===== src/rtl/vga_pattern_gen.sv =====
// rtl/vga_pattern_gen.sv - parametrised VGA sync generator with four selectable test patterns
//
// Ports:
//   clk, rst_n          pixel-domain clock, asynchronous active-low reset
//   ena                 pixel tick; all counters advance only when high
//   mode[1:0]           pattern select (0 bars, 1 checker, 2 gradient, 3 scrolling bars),
//                       taken into use only at the frame wrap
//   hsync, vsync        sync pulses at SYNC_POL inside their windows
//   display_on          visible-region flag
//   hpos, vpos          registered pixel column / line
//   r, g, b             CBIT-wide colour channels, zero outside the visible region
//   frame_start         one-clock pulse when hpos/vpos first show 0,0 after a frame wrap
module vga_pattern_gen #(
    parameter int H_ACTIVE = 640,
    parameter int H_FP     = 16,
    parameter int H_SYNC   = 96,
    parameter int H_BP     = 48,
    parameter int V_ACTIVE = 480,
    parameter int V_FP     = 10,
    parameter int V_SYNC   = 2,
    parameter int V_BP     = 33,
    parameter int SYNC_POL = 0,
    parameter int CBIT     = 2,
    parameter int CHK_LOG2 = 5
) (
    input  logic            clk,
    input  logic            rst_n,
    input  logic            ena,
    input  logic [1:0]      mode,
    output logic            hsync,
    output logic            vsync,
    output logic            display_on,
    output logic [9:0]      hpos,
    output logic [9:0]      vpos,
    output logic [CBIT-1:0] r,
    output logic [CBIT-1:0] g,
    output logic [CBIT-1:0] b,
    output logic            frame_start
);

    localparam int         H_TOTAL  = H_ACTIVE + H_FP + H_SYNC + H_BP;
    localparam int         V_TOTAL  = V_ACTIVE + V_FP + V_SYNC + V_BP;
    localparam logic [9:0] H_LAST   = 10'(H_TOTAL - 1);
    localparam logic [9:0] V_LAST   = 10'(V_TOTAL - 1);
    localparam logic [9:0] BAR_LAST = 10'(H_ACTIVE / 8 - 1);
    localparam logic [9:0] HA       = 10'(H_ACTIVE);
    localparam logic [9:0] VA       = 10'(V_ACTIVE);
    localparam logic [9:0] HS_BEG   = 10'(H_ACTIVE + H_FP);
    localparam logic [9:0] HS_END   = 10'(H_ACTIVE + H_FP + H_SYNC);
    localparam logic [9:0] VS_BEG   = 10'(V_ACTIVE + V_FP);
    localparam logic [9:0] VS_END   = 10'(V_ACTIVE + V_FP + V_SYNC);
    localparam logic       SYNC_ON  = (SYNC_POL != 0);

    // Timing / pattern state
    logic [9:0] hcnt_q, hcnt_d, vcnt_q, vcnt_d;
    logic [9:0] bar_px_q, bar_px_d;
    logic [2:0] bar_idx_q, bar_idx_d;
    logic [7:0] frame_cnt_q, frame_cnt_d;
    logic [1:0] mode_q, mode_d;
    logic       wrap_pend_q, wrap_pend_d;

    // Registered outputs
    logic            hsync_q, hsync_d, vsync_q, vsync_d, disp_q, disp_d;
    logic [9:0]      hpos_q, vpos_q;
    logic [CBIT-1:0] r_q, r_d, g_q, g_d, b_q, b_d;
    logic            fs_q;

    logic       h_end, v_end, frame_wrap;
    logic [2:0] start_idx;
    logic [2:0] bar_col;
    logic       chk;

    always_comb begin
        h_end       = (hcnt_q == H_LAST);
        v_end       = (vcnt_q == V_LAST);
        frame_wrap  = ena && h_end && v_end;

        hcnt_d      = hcnt_q;
        vcnt_d      = vcnt_q;
        bar_px_d    = bar_px_q;
        bar_idx_d   = bar_idx_q;
        frame_cnt_d = frame_cnt_q;
        mode_d      = mode_q;
        wrap_pend_d = frame_wrap;

        if (frame_wrap) begin
            frame_cnt_d = frame_cnt_q + 8'd1;
            mode_d      = mode;
        end

        // Bar start uses the post-wrap mode/frame so a new frame opens with its own offset.
        start_idx = (mode_d == 2'd3) ? frame_cnt_d[7:5] : 3'd0;

        if (ena) begin
            if (h_end) begin
                hcnt_d    = 10'd0;
                vcnt_d    = v_end ? 10'd0 : vcnt_q + 10'd1;
                bar_px_d  = 10'd0;
                bar_idx_d = start_idx;
            end else begin
                hcnt_d = hcnt_q + 10'd1;
                if (bar_px_q == BAR_LAST) begin
                    bar_px_d  = 10'd0;
                    bar_idx_d = bar_idx_q + 3'd1;
                end else begin
                    bar_px_d = bar_px_q + 10'd1;
                end
            end
        end
    end

    always_comb begin
        hsync_d = ((hcnt_q >= HS_BEG) && (hcnt_q < HS_END)) ? SYNC_ON : ~SYNC_ON;
        vsync_d = ((vcnt_q >= VS_BEG) && (vcnt_q < VS_END)) ? SYNC_ON : ~SYNC_ON;
        disp_d  = (hcnt_q < HA) && (vcnt_q < VA);

        bar_col = 3'd7 - bar_idx_q;
        chk     = hcnt_q[CHK_LOG2] ^ vcnt_q[CHK_LOG2];

        case (mode_q)
            2'd1: begin
                r_d = {CBIT{chk}};
                g_d = {CBIT{chk}};
                b_d = {CBIT{chk}};
            end
            2'd2: begin
                r_d = hcnt_q[9 -: CBIT];
                g_d = vcnt_q[9 -: CBIT];
                b_d = frame_cnt_q[7 -: CBIT];
            end
            default: begin
                r_d = {CBIT{bar_col[2]}};
                g_d = {CBIT{bar_col[1]}};
                b_d = {CBIT{bar_col[0]}};
            end
        endcase

        if (!disp_d) begin
            r_d = '0;
            g_d = '0;
            b_d = '0;
        end
    end

    always_ff @(posedge clk or negedge rst_n) begin
        if (!rst_n) begin
            hcnt_q      <= '0;
            vcnt_q      <= '0;
            bar_px_q    <= '0;
            bar_idx_q   <= '0;
            frame_cnt_q <= '0;
            mode_q      <= '0;
            wrap_pend_q <= 1'b0;
            hsync_q     <= ~SYNC_ON;
            vsync_q     <= ~SYNC_ON;
            disp_q      <= 1'b0;
            hpos_q      <= '0;
            vpos_q      <= '0;
            r_q         <= '0;
            g_q         <= '0;
            b_q         <= '0;
            fs_q        <= 1'b0;
        end else begin
            hcnt_q      <= hcnt_d;
            vcnt_q      <= vcnt_d;
            bar_px_q    <= bar_px_d;
            bar_idx_q   <= bar_idx_d;
            frame_cnt_q <= frame_cnt_d;
            mode_q      <= mode_d;
            wrap_pend_q <= wrap_pend_d;
            hsync_q     <= hsync_d;
            vsync_q     <= vsync_d;
            disp_q      <= disp_d;
            hpos_q      <= hcnt_q;
            vpos_q      <= vcnt_q;
            r_q         <= r_d;
            g_q         <= g_d;
            b_q         <= b_d;
            // Pulse aligns with the first clk where hpos/vpos show 0,0.
            fs_q        <= wrap_pend_q;
        end
    end

    assign hsync       = hsync_q;
    assign vsync       = vsync_q;
    assign display_on  = disp_q;
    assign hpos        = hpos_q;
    assign vpos        = vpos_q;
    assign r           = r_q;
    assign g           = g_q;
    assign b           = b_q;
    assign frame_start = fs_q;

endmodule


===== config.mk =====
export PLATFORM = sky130hd
export DESIGN_NAME = vga_pattern_gen
export DESIGN_NICKNAME = d
export VERILOG_FILES = /design/src/rtl/vga_pattern_gen.sv
export SDC_FILE = /design/constraint.sdc
export NUM_CORES = 1
export LEC_CHECK = 0
export BUFFER_PORTS_ARGS = -buffer_cell sky130_fd_sc_hd__buf_2
export CELL_PAD_IN_SITES_DETAIL_PLACEMENT = 1
export CELL_PAD_IN_SITES_GLOBAL_PLACEMENT = 1
export CORE_ASPECT_RATIO = 1.4
export CORE_MARGIN = 2
export CORE_UTILIZATION = 35
export CTS_CLUSTER_DIAMETER = 100
export DETAILED_ROUTE_END_ITERATION = 10
export PLACE_DENSITY_LB_ADDON = 0.05
export SLEW_MARGIN = 5
export SYNTH_ARGS = -nofsm -noshare
export SYNTH_HDL_FRONTEND = slang
export SYNTH_SLANG_ARGS = --single-unit

===== constraint.sdc =====
create_clock -name clk -period 2.09 [get_ports clk]
set_input_delay 0.418 -clock clk [delete_from_list [all_inputs] [get_ports clk]]
set_output_delay 0.418 -clock clk [all_outputs]
set_load 0.03 [all_outputs]

* After elaboration in Yosys (flattened, before gate mapping)
Index checks and enable logic that the tools add are counted.
** Operators by class
- Add/subtract/negate cells :: 6
- $lt $le $gt $ge :: 6
- Eq/ne operators :: 6
- Multiplexer cells :: 17
- Bitwise logic cells :: 1
- Reduce and logical (&&, ||, !) cells :: 8
** Operator list (count)
- $mux W10 :: 4
- $add A10 B1 Y10 const B :: 3
- $eq A10 B10 Y1 const B :: 2
- $lt A10 B10 Y1 const B :: 2
- $lt A10 B9 Y1 const B :: 2
- $pmux W2 S2 :: 3
- $eq A10 B7 Y1 const B :: 1
- $ge A10 B10 Y1 const B :: 1
- $ge A10 B9 Y1 const B :: 1
- $mux W3 :: 3
- $add A8 B1 Y8 const B :: 1
- $mux W2 :: 4
- $mux W8 :: 1
- $logic_and A1 B1 Y1 :: 5
- $eq A2 B2 Y1 const B :: 2
- $reduce_and A2 Y1 :: 2
- $add A3 B1 Y3 const B :: 1
- $sub A3 B3 Y3 const A :: 1
- $eq A2 B1 Y1 const B :: 1
- $mux W1 :: 2
- $reduce_bool A2 Y1 :: 1
- $xor A1 B1 Y1 :: 1
** Storage, ports and cells
- Register bits after elaboration :: 74
- Output and inout bits :: 30

* Logic depth before layout (Yosys ltp)
- Word-level depth :: 7
- Mapped depth :: 8
- Depth with buffers taken out :: 8

* Least setup slack after synthesis
No wires, ideal clock.
- Path type :: flip-flop to flip-flop
- From :: reg hcnt_q[5]
- To :: reg bar_idx_q[0]
- Arrival :: 1.832 ns
- Required time :: 1.960 ns
- Path slack :: 0.128 ns
- Stages on the path, launching flop included :: 8
- Path buffers :: 2
- Cell sequence :: dfrtp_1 buf_6 or3_4 or3_1 buf_6 a21oi_4 mux2i_1 o21ai_0
** Between the ends
- Cells in the longest elaborated chain, start to end :: 7
** RTL lines
- from (decl) :: line 55 : logic [9:0] hcnt_q, hcnt_d, vcnt_q, vcnt_d;
- from (signal assigned) :: line 164 : hcnt_q <= hcnt_d;
- $eq A10 B10 Y1 * :: line 74 : h_end = (hcnt_q == H_LAST);
- $logic_and A1 B1 Y1 (2 in a row) :: line 76 : frame_wrap = ena && h_end && v_end;
- $mux W2 :: line 86 : if (frame_wrap) begin
- $eq A2 B2 Y1 :: line 92 : start_idx = (mode_d == 2'd3) ? frame_cnt_d[7:5] : 3'd0;
- $mux W3 :: line 92
- $mux W3 :: line 95 : if (h_end) begin
- to (signal assigned) :: line 167 : bar_idx_q <= bar_idx_d;
- to (decl) :: line 57 : logic [2:0] bar_idx_q, bar_idx_d;
Mark *: on every way between the ends. The rest lies on a longest branch, timed or not.
A chain may end at the register's enable or synchronous reset.

* Final worst setup path
- From :: reg hcnt_q[7]
- To :: reg bar_idx_q[1]
Same word-level chain as after synthesis.

==> impl_metrics.json <==
{
  "status": "complete, no violations",
  "die-area_sq_mm": 0.00979,
  "cts_tree": "yes",
  "wire_per_inst_um": 15.8,
  "hold_viol": 0,
  "ys_ff_latch": 74,
  "routed_via_density": 4.86,
  "synth-async-reset-ratio": 1.00,
  "crit_path_top_delay_cell": "or3_1",
  "die_h_um": 116,
  "postCtsSetupRepairBufs": 0,
  "diodes": 0,
  "stdcell_area_sq_mm": 0.00391,
  "synthDistinctLibCells": 42,
  "vias": 2181,
  "rsz0062_at_grt": "false",
  "antenna_found_initial": 0,
  "cts_buffers": 9,
  "r2r-start": "hcnt_q[7]",
  "fmax_ghz": 0.523,
  "critPathKind": "flip-flop to flip-flop",
  "netlist_instances": 276,
  "multi_input_area_sq_mm": 0.00118,
  "fillers": 989,
  "synth_edf_count": 0,
  "start_util": 0.355,
  "numPortBuffers": 34,
  "wl_mm": 7.11,
  "yosys.area.top_type": "dfrtp_1",
  "required_ns": 2.29,
  "yosys_warnings": 0,
  "core_area_sq_mm": 0.00887,
  "finalWeightedCongestion": 0.764,
  "max_cap_viol_count": 0,
  "hp-start": "mode[1]",
  "syn_nets": 291,
  "htreeDepth": 3,
  "dr.pass1.iters": 4,
  "grt_pass1_wl_mm": 12.0,
  "holdPathEnd": "mode_q[1]",
  "synth.cell_area_sq_mm": 0.00315,
  "max_stage_delay_ns": 0.50,
  "overflow": 0,
  "drc_errors": 0,
  "nets": 353,
  "cts_buffer_depth": 2,
  "grt_pass1_vias": 2326,
  "crit_path_max_fanout": 6,
  "synth_seq_area_share": 0.588,
  "netlist_top_cells_count": "dfrtp_1, nand2_1, nor2_1",
  "synth_top_area_share": 0.572,
  "area_growth_pct": 23.9,
  "seqCellArea_sq_mm": 0.00185,
  "final_util": 0.440,
  "setup_viol": 0,
  "slew_headroom": 0.683,
  "ant_nets": 0,
  "rr_worst_depth": 5,
  "slew_viol_final": 0,
  "worstPathCellList": "or3_4 -> or3_1 -> a21oi_4 -> mux2i_1 -> o21ai_1",
  "yosys.cell_count.top_type": "dfrtp_1",
  "layout-drive-gt1-share": 0.249,
  "cts-root-buf": "clkbuf_16",
  "p_leak_uw": 0.00186,
  "placementRows": 41,
  "fin_crit_ns": 1.91,
  "die_w_um": 84.2,
  "avgSynthCellArea_sq_um": 11.4,
  "cts_num_sinks": 74,
  "worstPathArrival_ns": 2.11,
  "hold_depth": 3,
  "worstMarginPinSlew_ns": 0.476,
  "r2r_slack_ns": 0.18,
  "placed_area_sq_mm": 0.00359,
  "clk_latency_ns": 0.33,
  "cp-end-kind": "flip-flop",
  "synth_ff_type": "dfrtp_1",
  "finClkSkew_ns": 0.00761,
  "grt_max_degree": 50,
  "synthTopCellsByArea": "dfrtp_1, xor2_1, ha_1, nand2_1, xnor2_1",
  "path_clk_slew_ns": 0.06,
  "finalCritPeriodShare": 0.915,
  "io_pins": 35,
  "r2r_end": "bar_idx_q[1]",
  "holdWs_ns": 0.341,
  "power_density_mw_per_mm2": 954,
  "ir_drop_mv": 0.468,
  "dp_hpwl_mm": 5.20,
  "start_kind": "flip-flop",
  "setup_tns_ns": 0,
  "track_usage": 0.161,
  "first_iter_violations": 36,
  "hold_path.class": "input port to flip-flop"
}
[layer usage]
layer  up-vias  global-route usage  share of wire
met5         -                   0              0
met4         0              0.0581          0.013
met3         8              0.0516          0.029
met2        31               0.257           0.50
met1      1073               0.205           0.46
li1       1069                   -              -
[worst max path at each step]
stage	startpoint	endpoint	slack (ns)	cells past startpoint
after global placement	hcnt_q[7]	bar_idx_q[2]	0.20	5
final	hcnt_q[7]	bar_idx_q[1]	0.18	5
after detailed placement	hcnt_q[0]	bar_idx_q[1]	0.11	6
after floorplan	hcnt_q[5]	bar_idx_q[0]	0.13	7
after global routing	hcnt_q[7]	bar_idx_q[1]	0.07	5
after CTS	hcnt_q[0]	bar_idx_q[1]	0.1	6
[state kept, by name (all words and copies together), names as in the netlist, 2 cells and up]
register     cells
bar_px_q        10
hcnt_q          10
hpos            10
vcnt_q          10
vpos            10
frame_cnt_q      8
bar_idx_q        3
b                2
g                2
mode_q           2
r                2
[critical path, delay by kind of cell (launching register included)]
family           cells  cell delay [ns]
AND/OR/NAND/NOR      2             0.92
AO/OA/AOI/OAI        2             0.30
multiplexers         1             0.19
flip-flops           1             0.37
[final cells by class]
cell class / count / share of cell area
multi-input cells: 178 / 0.302
repair buffers: 58 / 0.0942
inverters: 17 / 0.0167
well taps: 107 / 0.0343
clock inverters: 2 / 0.00897
flip-flops and latches: 74 / 0.475
clock buffers: 13 / 0.0692
[power by group]
part | internal [uW] | total, uW | switching (uW)
registers | 1580 | 1690 | 113
clock network | 1010 | 1550 | 539
logic | 176 | 488 | 311
total | 2760 | 3730 | 963
[cells by family after synthesis]
family	share of synthesized area
and+or+nand+nor	0.177
xor gates and xnor gates	0.0778
muxes	0.0131
buffers and inverters	0.0385
AOI/OAI and AO/OA	0.0655
adders and majority gates	0.0397
DFF	0.588
[placed cells by master (no fill, tap or decap), types with 4 or more instances in the layout]
| cell type | instances |
|---|---|
| nand4_1 | 9 |
| inv_1 | 16 |
| nor2_1 | 22 |
| nand2_1 | 29 |
| clkbuf_16 | 9 |
| a221oi_1 | 6 |
| xor2_1 | 16 |
| buf_2 | 33 |
| dfrtp_1 | 72 |
| o21ai_0 | 13 |
| nand3_1 | 18 |
| buf_4 | 23 |
| nor3_1 | 7 |
| ha_1 | 10 |
| xnor2_1 | 12 |
| and3_1 | 4 |
[per-stage QoR]
step	setup WS, ns	cells	power, uW
2_1_floorplan	0.128	276	2020
3_3_place_gp	0.204	433	2190
3_5_place_dp	0.114	433	2200
4_1_cts	0.0965	449	3800
5_1_grt	0.0666	449	3910
6_report	0.178	449	3730
[timing repair]
action,4_1_cts,5_1_grt
hold endpoints to repair,8,0
endpoints found under the setup margin,0,3
hold buffers,1,0
gates resized for setup,0,2
(Power assumes the default switching activity.)
